$ cat src/rtl/fft_stream_framer.sv
// AXI-Stream framer feeding an FFT core, plus per-bin power and per-frame peak on its output.
// Define FFT_FRAMER_PEAK_EN to build the peak tracker; otherwise the peak outputs are tied to 0.

module fft_stream_framer #(
  parameter int unsigned DATA_W = 16,
  parameter int unsigned LOG2_N = 10,
  parameter int unsigned DIV    = 50
) (
  input  logic                     sys_clk,
  input  logic                     rst,
  input  logic                     start,
  input  logic                     continuous,
  input  logic signed [DATA_W-1:0] sample,
  output logic [2*DATA_W-1:0]      s_tdata,
  output logic                     s_tvalid,
  output logic                     s_tlast,
  input  logic                     s_tready,
  input  logic [2*DATA_W-1:0]      m_tdata,
  input  logic [15:0]              m_tuser,
  input  logic                     m_tvalid,
  input  logic                     m_tlast,
  output logic                     m_tready,
  output logic [2*DATA_W-1:0]      mag,
  output logic [LOG2_N-1:0]        mag_idx,
  output logic                     mag_valid,
  output logic [2*DATA_W-1:0]      peak_mag,
  output logic [LOG2_N-1:0]        peak_idx,
  output logic                     peak_valid,
  output logic                     busy,
  output logic                     overrun
);

  localparam int unsigned CNT_W = (DIV > 1) ? $clog2(DIV) : 1;
  localparam logic [CNT_W-1:0]  StbMax   = CNT_W'(DIV - 1);
  localparam logic [LOG2_N-1:0] LastBeat = LOG2_N'((1 << LOG2_N) - 1);

  typedef enum logic [0:0] {StIdle, StRun} state_e;

  // ---------------------------------------------------------------------------
  // Sample strobe
  // ---------------------------------------------------------------------------
  logic [CNT_W-1:0] stb_cnt_q;
  logic             stb;

  assign stb = (stb_cnt_q == StbMax);

  always_ff @(posedge sys_clk or posedge rst) begin
    if (rst) begin
      stb_cnt_q <= '0;
    end else if (stb) begin
      stb_cnt_q <= '0;
    end else begin
      stb_cnt_q <= stb_cnt_q + CNT_W'(1);
    end
  end

  // ---------------------------------------------------------------------------
  // Input framing FSM
  // ---------------------------------------------------------------------------
  state_e              state_q, state_d;
  logic [LOG2_N-1:0]   beat_cnt_q, beat_cnt_d;
  logic [DATA_W-1:0]   sample_q, sample_d;
  logic                tvalid_q, tvalid_d;
  logic                overrun_q, overrun_d;
  logic                handshake;
  logic                last_beat;
  logic                keep_run;

  assign handshake = tvalid_q & s_tready;
  assign last_beat = (beat_cnt_q == LastBeat);

  always_comb begin
    state_d    = state_q;
    beat_cnt_d = beat_cnt_q;
    sample_d   = sample_q;
    tvalid_d   = tvalid_q;
    overrun_d  = overrun_q;
    keep_run   = 1'b1;
    unique case (state_q)
      StIdle: begin
        if (start) begin
          state_d    = StRun;
          beat_cnt_d = '0;
          overrun_d  = 1'b0;
        end
      end
      StRun: begin
        if (handshake) begin
          tvalid_d   = 1'b0;
          beat_cnt_d = beat_cnt_q + LOG2_N'(1);
          if (last_beat && !continuous) begin
            state_d  = StIdle;
            keep_run = 1'b0;
          end
        end
        // A strobe while the beat is stalled is lost; one on the handshake cycle is taken.
        if (stb) begin
          if (tvalid_q && !s_tready) begin
            overrun_d = 1'b1;
          end else if (keep_run) begin
            sample_d = sample;
            tvalid_d = 1'b1;
          end
        end
      end
      default: state_d = StIdle;
    endcase
  end

  always_ff @(posedge sys_clk or posedge rst) begin
    if (rst) begin
      state_q    <= StIdle;
      beat_cnt_q <= '0;
      sample_q   <= '0;
      tvalid_q   <= 1'b0;
      overrun_q  <= 1'b0;
    end else begin
      state_q    <= state_d;
      beat_cnt_q <= beat_cnt_d;
      sample_q   <= sample_d;
      tvalid_q   <= tvalid_d;
      overrun_q  <= overrun_d;
    end
  end

  assign s_tdata  = {{DATA_W{1'b0}}, sample_q};
  assign s_tvalid = tvalid_q;
  assign s_tlast  = tvalid_q & last_beat;
  assign busy     = (state_q != StIdle);
  assign overrun  = overrun_q;

  // ---------------------------------------------------------------------------
  // Power pipeline
  // ---------------------------------------------------------------------------
  logic signed [DATA_W-1:0]   m_re, m_im;
  logic signed [2*DATA_W-1:0] re_sq, im_sq;
  logic [2*DATA_W-1:0]        sq_re_q, sq_im_q;
  logic [LOG2_N-1:0]          p1_idx_q;
  logic                       p1_valid_q, p1_last_q;
  logic [2*DATA_W-1:0]        mag_q;
  logic [LOG2_N-1:0]          mag_idx_q;
  logic                       mag_valid_q, mag_last_q;
  logic                       unused_tuser;

  assign m_re         = m_tdata[DATA_W-1:0];
  assign m_im         = m_tdata[2*DATA_W-1:DATA_W];
  assign re_sq        = m_re * m_re;
  assign im_sq        = m_im * m_im;
  assign m_tready     = 1'b1;
  assign unused_tuser = ^m_tuser[15:LOG2_N];

  always_ff @(posedge sys_clk or posedge rst) begin
    if (rst) begin
      sq_re_q     <= '0;
      sq_im_q     <= '0;
      p1_idx_q    <= '0;
      p1_valid_q  <= 1'b0;
      p1_last_q   <= 1'b0;
      mag_q       <= '0;
      mag_idx_q   <= '0;
      mag_valid_q <= 1'b0;
      mag_last_q  <= 1'b0;
    end else begin
      p1_valid_q  <= m_tvalid;
      mag_valid_q <= p1_valid_q;
      if (m_tvalid) begin
        sq_re_q   <= re_sq;
        sq_im_q   <= im_sq;
        p1_idx_q  <= m_tuser[LOG2_N-1:0];
        p1_last_q <= m_tlast;
      end
      // Squares are non-negative and their sum peaks at 2^(2*DATA_W-1), so no carry out.
      if (p1_valid_q) begin
        mag_q      <= sq_re_q + sq_im_q;
        mag_idx_q  <= p1_idx_q;
        mag_last_q <= p1_last_q;
      end
    end
  end

  assign mag       = mag_q;
  assign mag_idx   = mag_idx_q;
  assign mag_valid = mag_valid_q;

  // ---------------------------------------------------------------------------
  // Peak tracker
  // ---------------------------------------------------------------------------
`ifdef FFT_FRAMER_PEAK_EN
  logic [2*DATA_W-1:0] run_mag_q, new_mag, peak_mag_q;
  logic [LOG2_N-1:0]   run_idx_q, new_idx, peak_idx_q;
  logic                first_q, peak_valid_q;

  // Strictly greater keeps the lower bin on ties.
  always_comb begin
    new_mag = run_mag_q;
    new_idx = run_idx_q;
    if (first_q || (mag_q > run_mag_q)) begin
      new_mag = mag_q;
      new_idx = mag_idx_q;
    end
  end

  always_ff @(posedge sys_clk or posedge rst) begin
    if (rst) begin
      run_mag_q    <= '0;
      run_idx_q    <= '0;
      first_q      <= 1'b1;
      peak_mag_q   <= '0;
      peak_idx_q   <= '0;
      peak_valid_q <= 1'b0;
    end else begin
      peak_valid_q <= 1'b0;
      if (mag_valid_q) begin
        run_mag_q <= new_mag;
        run_idx_q <= new_idx;
        first_q   <= mag_last_q;
        if (mag_last_q) begin
          peak_mag_q   <= new_mag;
          peak_idx_q   <= new_idx;
          peak_valid_q <= 1'b1;
        end
      end
    end
  end

  assign peak_mag   = peak_mag_q;
  assign peak_idx   = peak_idx_q;
  assign peak_valid = peak_valid_q;
`else
  logic unused_mag_last;

  assign unused_mag_last = mag_last_q;
  assign peak_mag        = '0;
  assign peak_idx        = '0;
  assign peak_valid      = 1'b0;
`endif

endmodule
$ cat config.mk
export PLATFORM = sky130hd
export DESIGN_NAME = fft_stream_framer
export DESIGN_NICKNAME = d
export VERILOG_FILES = /design/src/rtl/fft_stream_framer.sv
export SDC_FILE = /design/constraint.sdc
export NUM_CORES = 2
export LEC_CHECK = 0
export ABC_AREA = 1
export ABC_CLOCK_PERIOD_IN_PS = 6050
export CAP_MARGIN = 30
export CORE_MARGIN = 2
export CORE_UTILIZATION = 35
export DETAILED_ROUTE_END_ITERATION = 12
export GPL_TIMING_DRIVEN = 0
export PLACE_DENSITY = 0.55
export SETUP_SLACK_MARGIN = 0.5
export SYNTH_ARGS = -nofsm -noshare
export SYNTH_HDL_FRONTEND = slang
export SYNTH_SLANG_ARGS = --single-unit
$ cat constraint.sdc
create_clock -name sys_clk -period 6.05 [get_ports sys_clk]
set_input_delay 0.605 -clock sys_clk [delete_from_list [all_inputs] [get_ports sys_clk]]
set_output_delay 0.605 -clock sys_clk [all_outputs]
set_load 0.05 [all_outputs]
==> summary.md <==
| Metric | Value |
|---|---|
| Post-DP HPWL | 63.7 mm |
| Hold-fix buffers, CTS | 0 |
| CP Capture Type | flip-flop |
| CTS H-tree depth | 4 |
| Mean Syn Cell Area | 7.56 um2 |
| Initial antenna violation count | 0 |
| Fillers | 8191 |
| FF+latch count, synth | 151 |
| Die ar. | 82700 um2 |
| # diodes | 0 |
| Hold Path Depth | 2 |
| Post-synthesis cell type count | 45 |
| Drt wl/cell | 14.9 um |
| Max cap viols | 0 |
| Reg2reg start | sq_re_q[2] |
| TritonRoute pass-1 iters | 6 |
| Met1 Track Usage GR | 25.5% |
| Routed WL | 75.4 mm |
| Multi-input logic area | 21300 um2 |
| Slowest stage delay, CP | 0.59 ns |
| Worst Path Required | 6.37 ns |
| End of the critical path | sq_re_q[30] |
| Initial Utilization | 35.5% |
| Outcome | finished clean |
| Synth warn | 0 |
| Reg area | 3780 um2 |
| Flop-to-flop setup slack | 3.89 ns |
| Largest delay contributor family on the critical path | adder cells |
| Gpl congestion | 0.924 |
| CTS Buf Count | 17 |
| Crit Path Max Fanout | 5 |
| Slew Limit Fails | 0 |
| Die Y | 288 um |
| Clock buffer depth | 2 |
| Setup crit start | m_tdata[15] |
| Met3 GRT Util | 1.66% |
| I/O Pins | 194 |
| Synth Cell Area | 28100 um2 |
| Drc violations | 0 |
| Leading area contributor after synthesis | fa_1 |
| Vias in the first global route | 23657 |
| Worst Path Buf+Inv | 9 |
| Via count | 23090 |
| Final period util | 89.4% |
| Final Hold Viols | 0 |
| Most used cell along the critical path | fa_1 |
| Critical setup path kind | primary input to flip-flop |
| Layout area overhead | 20.4% |
| Final #Nets | 4742 |
| Utilization after layout | 42.8% |
| Fraction of registers with async set/reset | 100% |
| Top cells by area, synth | fa_1 (33%), nand2_1 (14%), dfrtp_1 (13%), inv_1 (13%), ha_1 (9.5%) |
| RSZ-0062 raised after global routing | true |
| Peak Freq | 185 MHz |
| Worst Path Arrival | 5.73 ns |
| Floorplan row count | 103 |
| Worst-Skew Late Latency | 0.44 ns |
| First-pass GRT wire length | 123 mm |
| Grt ovf | 0 |
| Predominant post-synthesis flop cell | dfrtp_1 |
| Critical path startpoint category | primary input |
| Drt initial violations | 1243 |
| Clock Pin Slew Worst Setup and Hold Paths | 0.06 ns |
| Busiest layer in global routing | met2 |
| Root buffer cell | clkbuf_16 |
| DIE WIDTH | 288 um |
| Commonest non-fill, non-tap cell in the layout | inv_1 |
| Yosys top cell area share | 33.4% |
| Cells after synthesis | 3725 |
| R2R depth | 12 |
| Final setup vio count | 0 |
| Most frequent cells in the layout | inv_1 (966), nand2_1 (958), fa_1 (443), ha_1 (171), nand3_1 (152) |
| IO Port Bufs | 112 |
| DR vias/cell | 4.57 |
| Largest net degree at the start of global routing | 79 |
| Core Area | 79300 um2 |
| Worst Tran Pin Value | 0.802 ns |
| Post-synth EDFFs | 0 |
| Sequential area share after synthesis | 13.4% |
| CTS tree | built |
| Worst slew margin | 46.5% |
| CP Depth | 25 |
| Critical-path top delay cell | fa_2 |
| Post-DRT Antenna Nets | 0 |
| Reg-to-reg endpoint | mag[26] |
| GRT Total Usage | 18.7% |
| Hold/Removal Path Class | flip-flop to flip-flop |
| Layout cell share with drive strength beyond 1 | 13.8% |
| Clock Sinks | 151 |
| Tmin final | 5.41 ns |
| Met2 global-route usage | 32.9% |
| Setup Skew | 0.0121 ns |
cells in the mapped netlist (17+ instances only):
| cell type | number |
|---|---|
| dfrtp_1 | 151 |
| ha_1 | 213 |
| o21bai_1 | 17 |
| o21ai_0 | 77 |
| nand3_1 | 166 |
| xnor2_1 | 31 |
| buf_4 | 60 |
| inv_1 | 1001 |
| nor3_1 | 28 |
| xor2_1 | 25 |
| nor2_1 | 155 |
| clkbuf_1 | 84 |
| a21oi_1 | 75 |
| fa_1 | 470 |
| nand4_1 | 57 |
| nand2_1 | 1027 |
state kept, by name, summed over array words and instances (netlist names):
name,flops
s_tvalid,1
sq_im_q,31
busy,1
stb_cnt_q,6
mag_idx,10
mag_valid,1
p1_valid_q,1
overrun,1
sq_re_q,31
beat_cnt_q,10
sample_q,16
p1_idx_q,10
mag,32
repair_timing:
action,in CTS,in global routing
buffers inserted,55,17
endpoints found under the setup margin,48,43
cloned,0,1
resized for setup,347,232
pin swaps,73,89
cell type report:
| cell class | instances | share of cell area [%] |
|---|---|---|
| Multi-Input combinational cell | 2475 | 62.9 |
| Clock buffer | 19 | 1.34 |
| Timing Repair Buffer | 186 | 5.04 |
| Clock inverter | 13 | 0.395 |
| Inverter | 1005 | 11.2 |
| Buffer | 152 | 4.17 |
| Tap cell | 1050 | 3.88 |
| Sequential cell | 151 | 11.1 |
logic make-up after synthesis:
group,Yosys count,share of synthesized area [%]
AND/OR/NAND/NOR,1488,21.9
other,2,0.0267
buffers and inverters,1157,16.3
adder cells (fa/ha/maj),683,42.9
AO/OA/AOI/OAI,188,3.68
XOR/XNOR,56,1.74
flip-flops,151,13.4
metal layers:
metal	share of wire (%)	vias up
li1	-	11350
met1	45	11246
met2	49	446
met3	4.4	48
met4	1.2	0
met5	0	-
how the worst min path moves through the flow:
stage	start	endpoint	slack, ns
detailed placement	sample_q[15]	sample_q[15]	0.46
global route	sample_q[13]	sample_q[13]	0.50
CTS	mag[1]	mag[1]	0.47
floorplan	p1_valid_q	mag_valid	0.43
global placement	sample_q[15]	sample_q[15]	0.45
finish	mag[1]	mag[1]	0.47
worst register-to-register path, cell delays in order (launching register included):
cell	delay, ns
dfrtp_1	0.41
ha_1	0.29
nand2_1	0.10
nand2_1	0.21
nand3_1	0.10
nand2_1	0.22
nand2_1	0.08
nand2_1	0.20
nand2_1	0.11
nand3_1	0.09
nand2_1	0.05
nand3_1	0.11
nand2_1	0.07
per-stage QoR:
stage	TNS, ns	setup slack, ns	cell area (um2)	cells	hold slack [ns]
after floorplan	0	0.502	28400	3783	0.430
after global placement	-182.89	-1.07	30900	4945	0.454
after detailed placement	-39.75	-1.08	30900	4946	0.458
after CTS	0	0.476	33200	5033	0.475
after global routing	0	0.443	33900	5051	0.498
final	0	0.643	33900	5051	0.466
Power is not shown: default switching activity piles up to over one toggle a cycle in this logic, so the estimate is an artifact.
